[config.mk]
export PLATFORM = sky130hd
export DESIGN_NAME = crossing_scheduler
export DESIGN_NICKNAME = d
export VERILOG_FILES = /design/src/rtl/crossing_scheduler.sv
export SDC_FILE = /design/constraint.sdc
export NUM_CORES = 1
export LEC_CHECK = 0
export CAP_MARGIN = 20
export CORE_ASPECT_RATIO = 1.4
export CORE_MARGIN = 2
export CORE_UTILIZATION = 52
export CTS_CLUSTER_SIZE = 8
export DETAILED_ROUTE_END_ITERATION = 16
export GPL_TIMING_DRIVEN = 0
export HOLD_SLACK_MARGIN = 0.05
export PLACE_DENSITY = 0.76
export SETUP_SLACK_MARGIN = 0.4
export SYNTH_ARGS = -nofsm -noshare
export SYNTH_HDL_FRONTEND = slang
export SYNTH_SLANG_ARGS = --single-unit
[constraint.sdc]
create_clock -name clk -period 2.9 [get_ports clk]
set_clock_uncertainty 0.2 [all_clocks]
set_input_delay 0.725 -clock clk [delete_from_list [all_inputs] [get_ports clk]]
set_output_delay 0.725 -clock clk [all_outputs]
set_load 0.005 [all_outputs]
[src/rtl/crossing_scheduler.sv]
// Phase scheduler for a multi-approach intersection with an exclusive pedestrian phase.
// Round-robin vehicle service, interleaved walk phase, prescaled green/yellow/all-red timing.
module crossing_scheduler #(
   parameter int unsigned N_APP       = 4,
   parameter int unsigned TICK_DIV    = 1000,
   parameter int unsigned T_ALLRED    = 2,
   parameter int unsigned T_GREEN_MIN = 10,
   parameter int unsigned T_GREEN_MAX = 40,
   parameter int unsigned T_YELLOW    = 5,
   parameter int unsigned T_WALK      = 20
) (
   input  logic             clk,
   input  logic             rst_n,
   input  logic [N_APP-1:0] veh_req,
   input  logic             ped_btn,
   output logic [N_APP-1:0] veh_green,
   output logic [N_APP-1:0] veh_yellow,
   output logic             walk,
   output logic             ped_pending,
   output logic [2:0]       phase
);

   localparam int unsigned T_MAX_A = (T_ALLRED > T_YELLOW) ? T_ALLRED : T_YELLOW;
   localparam int unsigned T_MAX_B = (T_GREEN_MAX > T_WALK) ? T_GREEN_MAX : T_WALK;
   localparam int unsigned T_MAX_C = (T_MAX_A > T_GREEN_MIN) ? T_MAX_A : T_GREEN_MIN;
   localparam int unsigned T_MAX   = (T_MAX_B > T_MAX_C) ? T_MAX_B : T_MAX_C;
   localparam int unsigned TW      = $clog2(T_MAX) + 1;
   localparam int unsigned PW      = (TICK_DIV > 1) ? $clog2(TICK_DIV) : 1;
   localparam int unsigned IW      = (N_APP > 1) ? $clog2(N_APP) : 1;

   localparam logic [TW-1:0] TC_ALLRED = TW'(T_ALLRED);
   localparam logic [TW-1:0] TC_GMIN   = TW'(T_GREEN_MIN);
   localparam logic [TW-1:0] TC_GMAX   = TW'(T_GREEN_MAX);
   localparam logic [TW-1:0] TC_YELLOW = TW'(T_YELLOW);
   localparam logic [TW-1:0] TC_WALK   = TW'(T_WALK);

   typedef enum logic [2:0] {
      S_ALLRED = 3'd0,
      S_GREEN  = 3'd1,
      S_YELLOW = 3'd2,
      S_WALK   = 3'd3
   } state_t;

   state_t           state_q, state_d;
   logic [PW-1:0]    presc_q;
   logic [TW-1:0]    timer_q;
   logic [TW-1:0]    timer_inc;
   logic             tick;
   logic [N_APP-1:0] pend_veh_q;
   logic [IW-1:0]    rr_ptr_q;
   logic [IW-1:0]    cur_q;
   logic             last_walk_q;

   logic             arb_found;
   logic [IW-1:0]    arb_idx;
   logic [N_APP-1:0] arb_oh;
   logic [N_APP-1:0] cur_oh;
   logic [N_APP-1:0] nxt_oh;
   logic             enter_green;
   logic             enter_walk;
   logic             trans;

   assign tick = (presc_q == PW'(TICK_DIV - 1));

   // Timer value including this cycle's tick, so a T-tick phase ends on its last cycle
   // rather than one cycle late.
   assign timer_inc = (tick && !(&timer_q)) ? timer_q + TW'(1) : timer_q;

   always_comb begin
      arb_found = 1'b0;
      arb_idx   = '0;
      for (int unsigned k = 1; k <= N_APP; k++) begin
         if (!arb_found && pend_veh_q[IW'((32'(rr_ptr_q) + k) % N_APP)]) begin
            arb_found = 1'b1;
            arb_idx   = IW'((32'(rr_ptr_q) + k) % N_APP);
         end
      end
   end

   always_comb begin
      arb_oh = '0;
      cur_oh = '0;
      for (int unsigned i = 0; i < N_APP; i++) begin
         arb_oh[i] = arb_found && (arb_idx == IW'(i));
         cur_oh[i] = (cur_q == IW'(i));
      end
   end

   always_comb begin
      state_d = state_q;
      case (state_q)
         S_ALLRED: begin
            if (timer_inc >= TC_ALLRED) begin
               if (ped_pending && !last_walk_q) state_d = S_WALK;
               else if (arb_found)              state_d = S_GREEN;
               else if (ped_pending)            state_d = S_WALK;
            end
         end
         S_GREEN: begin
            if ((timer_inc >= TC_GMAX) ||
                ((timer_inc >= TC_GMIN) &&
                 (!(|(veh_req & cur_oh)) || (|(pend_veh_q & ~cur_oh)) || ped_pending)))
               state_d = S_YELLOW;
         end
         S_YELLOW: begin
            if (timer_inc >= TC_YELLOW) state_d = S_ALLRED;
         end
         S_WALK: begin
            if (timer_inc >= TC_WALK) state_d = S_ALLRED;
         end
         default: state_d = S_ALLRED;
      endcase
   end

   assign trans       = (state_d != state_q);
   assign enter_green = (state_q == S_ALLRED) && (state_d == S_GREEN);
   assign enter_walk  = (state_q != S_WALK) && (state_d == S_WALK);
   assign nxt_oh      = enter_green ? arb_oh : cur_oh;
   assign phase       = state_q;

   always_ff @(posedge clk or negedge rst_n) begin
      if (!rst_n) begin
         state_q     <= S_ALLRED;
         presc_q     <= '0;
         timer_q     <= '0;
         pend_veh_q  <= '0;
         ped_pending <= 1'b0;
         rr_ptr_q    <= IW'(N_APP - 1);
         cur_q       <= '0;
         last_walk_q <= 1'b0;
      end else begin
         state_q <= state_d;
         if (trans || tick) presc_q <= '0;
         else               presc_q <= presc_q + PW'(1);
         timer_q <= trans ? '0 : timer_inc;
         // Grant clear wins over a simultaneous detector set for the same approach.
         pend_veh_q <= (pend_veh_q | veh_req) & ~(enter_green ? arb_oh : '0);
         if (enter_walk)                           ped_pending <= 1'b0;
         else if (ped_btn && state_q != S_WALK)    ped_pending <= 1'b1;
         if (enter_green) begin
            rr_ptr_q    <= arb_idx;
            cur_q       <= arb_idx;
            last_walk_q <= 1'b0;
         end else if (enter_walk) begin
            last_walk_q <= 1'b1;
         end
      end
   end

   always_ff @(posedge clk or negedge rst_n) begin
      if (!rst_n) begin
         veh_green  <= '0;
         veh_yellow <= '0;
         walk       <= 1'b0;
      end else begin
         veh_green  <= (state_d == S_GREEN)  ? nxt_oh : '0;
         veh_yellow <= (state_d == S_YELLOW) ? cur_oh : '0;
         walk       <= (state_d == S_WALK);
      end
   end

endmodule

* Yosys cells after proc, flatten, opt, wreduce, memory -nomap -nowiden
Index checks and enable logic that the tools add are counted.
Cells by class: eq/ne operators 15, $add $sub $neg 6, bitwise operators 6, magnitude comparators 9, reductions and logical operators 31, muxes and demuxes 35
Operators with widths (number):
- 2-to-1 mux 3 bit | 7
- 2-to-1 mux 4 bit | 4
- 2-to-1 mux 7 bit | 2
- logical AND 1 bit | 13
- AND 4 bit | 3
- equality test 3 x 2 -> 1 bit, second input constant | 4
- less-than comparator 2 x 3 -> 1 bit, second input constant | 4
- 2-to-1 mux 1 bit | 12
- one-hot mux 3 bit (4 select lines) | 1
- adder 10 x 1 -> 10 bit, second input constant | 1
- equality test 10 bit, second input constant | 1
- 2-to-1 mux 10 bit | 1
- binary-select mux 1 bit (select 2 bit) | 4
- equality test 2 bit, second input constant | 4
- 2-to-1 mux 2 bit | 4
- NOT 4 bit | 2
- OR reduction 4 bit | 2
- adder 7 x 1 -> 7 bit, second input constant | 1
- greater-or-equal comparator 7 x 2 -> 1 bit, second input constant | 1
- greater-or-equal comparator 7 x 3 -> 1 bit, second input constant | 1
- greater-or-equal comparator 7 x 4 -> 1 bit, second input constant | 1
- greater-or-equal comparator 7 x 5 -> 1 bit, second input constant | 1
- greater-or-equal comparator 7 x 6 -> 1 bit, second input constant | 1
- AND reduction 7 bit | 1
- 12 further kinds | 26
Storage, ports and cells: register bits after elaboration 39, bits of input ports 7

* Depth between registers and ports, before layout
Gate-level depths: netlist (run 1).
depth in word-level cells 22, depth in mapped cells 12, mapped depth without buffers 9

* Worst setup path before layout (run 1)
Ideal clock, no wire load.
kind reg2reg, start point register presc_q[0], end point register cur_q[1], path buffers 2, cell stages (with the launch flop) 11, data arrival time 2622 ps, path slack -47 ps, cell sequence dfrtp_1 ha_1 and4bb_4 and3_1 buf_6 a41oi_1 o21a_1 and3_1 or4_1 buf_2 mux2_4
Between the ends: longest elaborated chain between the ends 10, elaborated cells on any way between the ends 17, classes of those cells order compare: 5; eq/ne: 2; mux: 6; reduce/logical: 4
RTL lines:
- start, declared | line 45 | logic [PW-1:0] presc_q;
- start signal, assigned | line 134 | else presc_q <= presc_q + PW'(1);
- equality test 10 bit * | line 63 | assign tick = (presc_q == PW'(TICK_DIV - 1));
- logical AND 1 bit * | line 67 | assign timer_inc = (tick && !(&timer_q)) ? timer_q + TW'(1) : timer_q;
- 2-to-1 mux 7 bit * | line 67
- greater-or-equal comparator 7 x 4 -> 1 bit | line 101 | ((timer_inc >= TC_GMIN) &&
- logical AND 1 bit | line 101
- logical OR 1 bit | line 100 | if ((timer_inc >= TC_GMAX) ||
- 2-to-1 mux 3 bit | line 100
- one-hot mux 3 bit (4 select lines) * | line 91 | case (state_q)
- equality test 3 x 1 -> 1 bit * | line 116 | assign enter_green = (state_q == S_ALLRED) && (state_d == S_GREEN);
- logical AND 1 bit * | line 116
- end signal, assigned | line 142 | cur_q <= arb_idx;
- end, declared | line 51 | logic [IW-1:0] cur_q;
Every way passes the cells marked *; elsewhere a longest branch is shown, timed or not. A chain may end at the register's enable or synchronous reset.

* Final worst setup path (run 1)
start point register presc_q[1], end point register cur_q[1]
The elaborated chain is that of the path after synthesis.

==> summary.md, run 1 <==
| Metric | Value |
|---|---|
| Final instance area | roughly 3300 um^2 |
| FF-to-FF setup slack | -0.13 ns |
| CTS clock-pin slew for the worst setup and hold paths | 0.08 ns |
| Reg2reg end | cur_q[1] |
| Post-Synthesis Cells | 240 |
| Synth top area share | 0.389 |
| Hold Path Class | flip-flop to flip-flop |
| Fin util | 0.734 |
| WL/cell | 18.6 um |
| Final WS setup | -0.127 ns |
| Mapped cell area | roughly 2400 um^2 |
| IO Port Bufs | 19 |
| Outcome | complete, but fails checks |
| Fin. Hold Viols | 0 |
| HPWL after DPL | 3.80 mm |
| DR vias | 2,141 |
| Part of the Yosys area used for sequential elements | 0.411 |
| RR Startpoint | presc_q[1] |
| Vias in the first global route | about 2,100 |
| Final Setup Violations | 23 |
| Clk sinks | 39 |
| Die H | between 80 and 90 um |
| Layout cells sized above 1 | 0.385 |
| Max_slew headroom | 0.412 |
| Crit path from | presc_q[1] |
| Num CTS Buffers | 5 |
| Dpl cell area | 2710 um^2 |
| Crit path DAT | 3.01 ns |
| Root Driver | clkbuf_8 |
| Rows | 29 |
| Actual slew at the worst max-slew pin | 0.881 ns |
| Max-Cap Viols | 0 |
| Worst stage delay on the critical path | 0.42 ns |
| Filler Cell Count | 321 |
| Gr usage total | 0.254 |
| Area Growth Syn to Fin | 37.5% |
| Syn Nets | between 200 and 250 |
| Post-route minimum period | 3.03 ns |
| Final Cycle Share | 1.04 |
| CP Capture Type | flip-flop |
| Core Box Area | 4460 um^2 |
| Initial Util | 0.534 |
| Total power | 1.02 mW |
| Synth area leader | dfrtp_1 |
| Power Density | between 300 and 400 nW/um^2 |
| DRT iter0 DRCs | about 160 |
| Leakage power total | between 1 and 1.5 nW |
| CTS tree | built |
| CP Data Required Time | 2.88 ns |
| Synth warnings | 0 |
| Top FF cell, synth | dfrtp_1 |
| Nets | 299 |
| Fmax | between 300 and 400 MHz |
| Routed Antenna Nets | 0 |
| Worst-path fanout max | 6 |
| Clock Latency Late Sink | 0.30 ns |
| Footprint of the multi-input gates | 1570 um^2 |
| GPL Wtd Cong | between 0.8 and 0.9 |
| Overflow after GRT | 0 |
| CP Launch Type | flip-flop |
| Slowest CP cell | or4_4 |
| Most frequent cells after synthesis | dfrtp_1, nor2_1, nand2_1, a21oi_1, nor3_2 |
| Avg Synthesized Cell Area | 9.92 um^2 |
| Failing checks | negative setup slack |
| Io pins | 20 |
| Vias per std cell | 6.07 |
| Synth top area cells | dfrtp_1, nor3_2, nor2_1, nor4_2, nand2_1 |
| Cts hold-fix bufs | 0 |
| Worst slack, placed | -0.343 ns |
| Seq cells post-synth | 39 |
| Initial antenna violation count | 0 |
| Pin count of the biggest net entering global routing | 40 |
| Crit-path cells | ha_4 > and4bb_4 > nand4_1 > mux2i_1 > nand2_1 > and3_4 > or4_4 > buf_6 > mux2_4 |
| Share of synthesized flip-flops with an asynchronous set or reset | 1.00 |
| Slew Limit Fails | 0 |
| Ant diodes | 0 |
| Setup_tns | -1.54 ns |
| Crit path to | cur_q[1] |
| Unrepaired setup endpoints after global routing | yes |
| Reg2Reg Depth | 9 |
| Die footprint | roughly 5100 um^2 |
| Post-synth EDFFs | 0 |
| Kind of critical path | flip-flop to flip-flop |
| Drt first pass iters | 4 |
| First-pass GRT wire length | 9.89 mm |
| Synth unique cells | 65 |
| DRT Wirelength | 6.57 mm |
| DRC errors left | 0 |
| CTS Buffer Depth | 2 |
| Worst vdd ir | 332 uV |
| Reg area | 980 um^2 |
| H-tree Lvls | 2 |
| Most frequent cell after synthesis | dfrtp_1 |
| Die extent in x | 61.2 um |
[cells in the final DEF (no fill, tap or decap), types with 4 or more instances in the layout]
| cell | Yosys | final |
|---|---|---|
| buf_4 | 0 | 19 |
| nor4_2 | 6 | 4 |
| nor3_2 | 11 | 14 |
| nand4_1 | 5 | 5 |
| buf_6 | 4 | 6 |
| nor2_2 | 1 | 4 |
| xor2_1 | 4 | 4 |
| inv_1 | 6 | 5 |
| nor3_4 | 0 | 4 |
| clkdlybuf4s50_1 | 0 | 18 |
| nor2_1 | 27 | 22 |
| xnor2_1 | 5 | 5 |
| dfrtp_1 | 37 | 36 |
| clkbuf_8 | 0 | 6 |
| o21ai_0 | 7 | 5 |
| nand2_1 | 17 | 17 |
| a21oi_1 | 11 | 7 |
| nand3_1 | 8 | 8 |
| a21oi_2 | 0 | 4 |
| and3_4 | 1 | 4 |
[metrics by stage]
step,cells,hold WS [ns]
2_1_floorplan,240,0.229
3_3_place_gp,321,0.298
3_5_place_dp,321,0.300
4_1_cts,343,0.313
5_1_grt,353,0.334
6_report,353,0.310
[cell families after synthesis]
| family | count (synthesis) | synth area share |
|---|---|---|
| compound gates | 46 | 0.141 |
| xor+xnor | 10 | 0.0399 |
| fa+ha+maj | 2 | 0.0105 |
| buf+inv | 18 | 0.0478 |
| flops | 39 | 0.411 |
| mux | 8 | 0.0431 |
| other cells | 1 | 0.00157 |
| simple gates | 116 | 0.305 |
[layout make-up]
class | instances | share of cell area
flip-flops and latches | 39 | 0.299
inverters | 6 | 0.00688
repair buffers | 43 | 0.124
well taps | 62 | 0.0237
multi-input cells | 183 | 0.478
plain buffers | 12 | 0.0382
clock buffers | 6 | 0.0252
clock inverters | 2 | 0.00420
[power breakdown]
part	leakage (nW)	switching [mW]	internal (mW)
registers	0.505	0.00574	0.548
logic	0.671	0.0352	0.0336
clock network	0.0516	0.207	0.195
total	1.23	0.248	0.776
[state kept, by name, indices dropped and copies added, names as in the netlist]
register	count
timer_q	7
last_walk_q	1
ped_pending	1
rr_ptr_q	2
cur_q	2
veh_yellow	4
pend_veh_q	4
walk	1
phase	3
presc_q	10
veh_green	4
[repair_timing]
| item | CTS | global route |
|---|---|---|
| gates cloned | 0 | 1 |
| setup endpoints to repair | 37 | 37 |
| resized for setup | 17 | 35 |
| pin swaps | 12 | 12 |
| setup buffers | 14 | 9 |
[critical path, delay by kind of cell (launching register included)]
kind	cells	cell delay, ns
flops	1	0.40
fa+ha+maj	1	0.15
buf+inv	1	0.15
simple gates	5	1.38
mux	2	0.64
[worst min-delay path by stage]
| stage | startpoint | end | slack, ns | cells after the start |
|---|---|---|---|---|
| CTS | rr_ptr_q[0] | rr_ptr_q[0] | 0.31 | 2 |
| finish | rr_ptr_q[0] | rr_ptr_q[0] | 0.31 | 2 |
| global route | rr_ptr_q[0] | rr_ptr_q[0] | 0.33 | 2 |
| global placement | rr_ptr_q[0] | rr_ptr_q[0] | 0.30 | 2 |
| detailed placement | rr_ptr_q[0] | rr_ptr_q[0] | 0.30 | 2 |
| floorplan | rst_n | cur_q[0] | 0.23 | 0 |
[per-layer routing]
metal / GRT usage / routed length (um) / up-vias
li1: - / - / 983
met1: 0.310 / 2520 / 1089
met2: 0.434 / 3730 / 55
met3: 0.0403 / 179 / 14
met4: 0.0889 / 145 / 0
met5: 0 / 0 / -
Note: power is estimated with default switching activity, not from simulation.
==> inputs of run 2 (changes only) <==
- ABC_AREA: default -> 1
- clock period: 2.9 -> 2.7 ns (I/O delays scaled with it)
==> run 2 against run 1 <==
The run now ends clean. Register-to-register slack better by 0.25 ns. Combinational power is 17% lower. Worst setup slack better by 0.25 ns. Power is 13% higher.
==> summary.md, run 2 <==
| Metric | Value |
|---|---|
| CTS tree | built (unchanged) |
| Slew Limit Fails | 0 (unchanged) |
| Root Driver | clkbuf_8 (unchanged) |
| Max reg flops | 10 (unchanged) |
| Nets | 392 (was 299) |
| Pin count of the biggest net entering global routing | 40 (unchanged) |
| Gr usage total | 0.239 (was 0.254) |
| Kind of critical path | flip-flop to flip-flop (unchanged) |
| Rows | 29 (unchanged) |
| Actual slew at the worst max-slew pin | 0.878 ns (was 0.881 ns) |
| Avg Synthesized Cell Area | 7.01 um^2 (was 9.92 um^2) |
| Unrepaired setup endpoints after global routing | yes (unchanged) |
| Vias per std cell | 5.11 (was 6.07) |
| Outcome | finished clean (was complete, but fails checks) |
| Die extent in x | 61.0 um (was 61.2 um) |
| Total power | 1.16 mW (was 1.02 mW) |
| Share of synthesized flip-flops with an asynchronous set or reset | 1.00 (unchanged) |
| Fin. Hold Viols | 0 (unchanged) |
| Crit path DAT | 2.58 ns (was 3.01 ns) |
| CTS clock-pin slew for the worst setup and hold paths | 0.09 ns (was 0.08 ns) |
| Filler Cell Count | 327 (was 321) |
| Syn Nets | 346 (was 249) |
| Crit path from | timer_q[1] (was presc_q[1]) |
| Area Growth Syn to Fin | 37.2% (was 37.5%) |
| Synth top area cells | dfrtp_1, nand2_1, inv_1, nor2_1, nand3_1 (was dfrtp_1, nor3_2, nor2_1, nor4_2, nand2_1) |
| Cells after DPL | 418 (was 321) |
| DR vias | 2,279 (was 2,141) |
| DRC errors left | 0 (unchanged) |
| Largest Register | presc_q (unchanged) |
| CP Depth | 16 (was 9) |
| RR Startpoint | timer_q[1] (was presc_q[1]) |
| Post-synth EDFFs | 0 (unchanged) |
| Worst vdd ir | 395 uV (was 332 uV) |
| Crit-path leading delay family | simple AND/OR/NAND/NOR gates (unchanged) |
| Max_slew headroom | 0.415 (was 0.412) |
| Seq pwr share | 0.511 (was 0.540) |
| Crit path to | pend_veh_q[2] (was cur_q[1]) |
| Worst-path fanout max | 7 (was 6) |
| Cts hold-fix bufs | 0 (unchanged) |
| Setup_tns | 0 ns (was -1.54 ns) |
| Synth area leader | dfrtp_1 (unchanged) |
| Most common cell after layout, fill and taps aside | nand2_1 (was dfrtp_1) |
| Worst stage delay on the critical path | 0.37 ns (was 0.42 ns) |
| CP Capture Type | flip-flop (unchanged) |
| Num CTS Buffers | 5 (unchanged) |
| Final Setup Violations | 0 (was 23) |
| Net Sw Frac | 0.236 (was 0.242) |
| FF-to-FF setup slack | 0.12 ns (was -0.13 ns) |
| Die H | 83.8 um (was 84.1 um) |
| Io pins | 20 (unchanged) |
| CTS Buffer Depth | 2 (unchanged) |
| Leakage power total | 1.57 nW (was 1.23 nW) |
| Final non-filler cell total | 446 (was 353) |
| GPL Wtd Cong | 0.884 (was 0.861) |
| Synth warnings | 0 (unchanged) |
| DRT Wirelength | 5.98 mm (was 6.57 mm) |
| Ant diodes | 0 (unchanged) |
| Fmax | 388 MHz (was 330 MHz) |
| DRT iter0 DRCs | 154 (was 164) |
| Top FF cell, synth | dfrtp_1 (unchanged) |
| Internal power | 0.886 mW (was 0.776 mW) |
| Vias in the first global route | 2,244 (was 2,149) |
| WL/cell | 13.4 um (was 18.6 um) |
| Proportion of power drawn by combinational gates | 0.049 (was 0.067) |
| First-pass GRT wire length | 9.35 mm (was 9.89 mm) |
| Worst hold slack | 0.286 ns (was 0.310 ns) |
| Core Box Area | 4460 um^2 (unchanged) |
| Synth top area share | 0.392 (was 0.389) |
| Seq cells post-synth | 39 (unchanged) |
| Routed Antenna Nets | 0 (unchanged) |
| Reg2Reg Depth | 16 (was 9) |
| Crit-path cells | ha_2 > nand2_4 > nor2_4 > nand2_4 > nand3_2 > nand2_1 > nand2_2 > nand2_2 > nor2_2 > nand2_4 > nand2_2 > nor2_2 > nor2_4 > nand3_2 > o21ai_2 > inv_1 (was ha_4 > and4bb_4 > nand4_1 > mux2i_1 > nand2_1 > and3_4 > or4_4 > buf_6 > mux2_4) |
| Max-Cap Viols | 0 (unchanged) |
| Clk sinks | 39 (unchanged) |
| IO Port Bufs | 19 (unchanged) |
| Post-Synthesis Cells | 337 (was 240) |
| H-tree Lvls | 2 (unchanged) |
| NetSw | 0.273 mW (was 0.248 mW) |
| Clk network pwr share | 0.439 (was 0.392) |
| Most frequent cell after synthesis | nand2_1 (was dfrtp_1) |
| Part of the Yosys area used for sequential elements | 0.414 (was 0.411) |
| Synth unique cells | 29 (was 65) |
| Overflow after GRT | 0 (unchanged) |
| Regs by FF count | presc_q x10, timer_q x7 (unchanged) |
| Fin util | 0.727 (was 0.734) |
| Most frequent cells in the layout | nand2_1, inv_1, dfrtp_1 (was dfrtp_1, nor2_1, buf_4) |
| Power Density | 358 nW/um^2 (was 313 nW/um^2) |
| Post-route minimum period | 2.58 ns (was 3.03 ns) |
| CP Data Required Time | 2.70 ns (was 2.88 ns) |
| Clock Latency Late Sink | 0.30 ns (about the same) |
| Slowest CP cell | dfrtp_1 (was or4_4) |
| Drt first pass iters | 5 (was 4) |
| Die footprint | 5110 um^2 (was 5140 um^2) |
| Final Cycle Share | 0.954 (was 1.04) |
| Mapped cell area | 2360 um^2 (was 2380 um^2) |
| Most frequent cells after synthesis | nand2_1, inv_1, nor2_1, dfrtp_1, nand3_1 (was dfrtp_1, nor2_1, nand2_1, a21oi_1, nor3_2) |
| Initial antenna violation count | 0 (unchanged) |
| CP Launch Type | flip-flop (unchanged) |
| HPWL after DPL | 3.69 mm (was 3.80 mm) |
| Hold Path Class | input port to asynchronous set/reset pin (was flip-flop to flip-flop) |
| Critical path buffers and inverters | 1 (unchanged) |
| Initial Util | 0.530 (was 0.534) |
| Layout cells sized above 1 | 0.339 (was 0.385) |
| Reg2reg end | pend_veh_q[2] (was cur_q[1]) |
run 2: cell count changes after synthesis, sizes merged, moves of 5 or more:
cell / change
nor2: +31
and3: -7
nor3: -12
inv: +49
nand2: +82
mux2i: -5
o21ai: +7
buf: -8
nand3: +17
nor4: -8
run 2: repair_timing:
item / in CTS / in global routing
endpoints found under the setup margin: 35 / 36
gates resized for setup: 46 / 54
pin swaps: 23 / 19
setup buffers: 10 / 9
cloned: 1 / 0
run 2: worst min path at each step:
stage | from | to
after floorplan | rst_n | cur_q[0]
after global placement | presc_q[0] | presc_q[0]
after detailed placement | presc_q[0] | presc_q[0]
after CTS | pend_veh_q[2] | pend_veh_q[2]
after global routing | pend_veh_q[1] | pend_veh_q[1]
final | rst_n | phase[0]
run 2: cells by family after synthesis:
group                    Yosys count  share of synthesized area
flip-flops                        39                      0.414
AO/OA/AOI/OAI                     30                     0.0694
other                              1                    0.00159
XOR/XNOR                           9                     0.0333
adder cells (fa/ha/maj)            2                     0.0106
buffers and inverters             58                     0.0969
AND/OR/NAND/NOR                  198                      0.374
run 2: cell type report:
type	count	area (um^2)	share of cell area
plain buffers	2	22.5	0.00694
clock buffers	5	68.8	0.0212
clock inverters	3	46.3	0.0143
inverters	56	215	0.0664
multi-input cells	241	1510	0.465
flip-flops and latches	39	980	0.302
well taps	62	77.6	0.0239
repair buffers	38	327	0.101
run 2: through the flow:
| stage | cell area (um^2) | setup slack, ns |
|---|---|---|
| after floorplan | 2380 | 0.416 |
| after global placement | 2640 | -0.249 |
| after detailed placement | 2640 | -0.293 |
| after CTS | 2990 | 0.181 |
| after global routing | 3240 | -0.0566 |
| final | 3240 | 0.123 |
run 2: per-layer routing:
metal | vias to the layer above | GRT usage | routed length (um)
li1 | 1128 | - | -
met1 | 1100 | 0.274 | 2280
met2 | 38 | 0.418 | 3440
met3 | 13 | 0.0388 | 139
met4 | 0 | 0.101 | 129
met5 | - | 0 | 0
run 2: power by group through the flow:
stage,logic [mW],clock network (mW),registers (mW)
3_3_place_gp,0.0431,0,0.603
2_1_floorplan,0.0172,0,0.603
5_1_grt,0.0642,0.533,0.594
3_5_place_dp,0.0431,0,0.603
6_report,0.0571,0.510,0.593
4_1_cts,0.0505,0.504,0.593
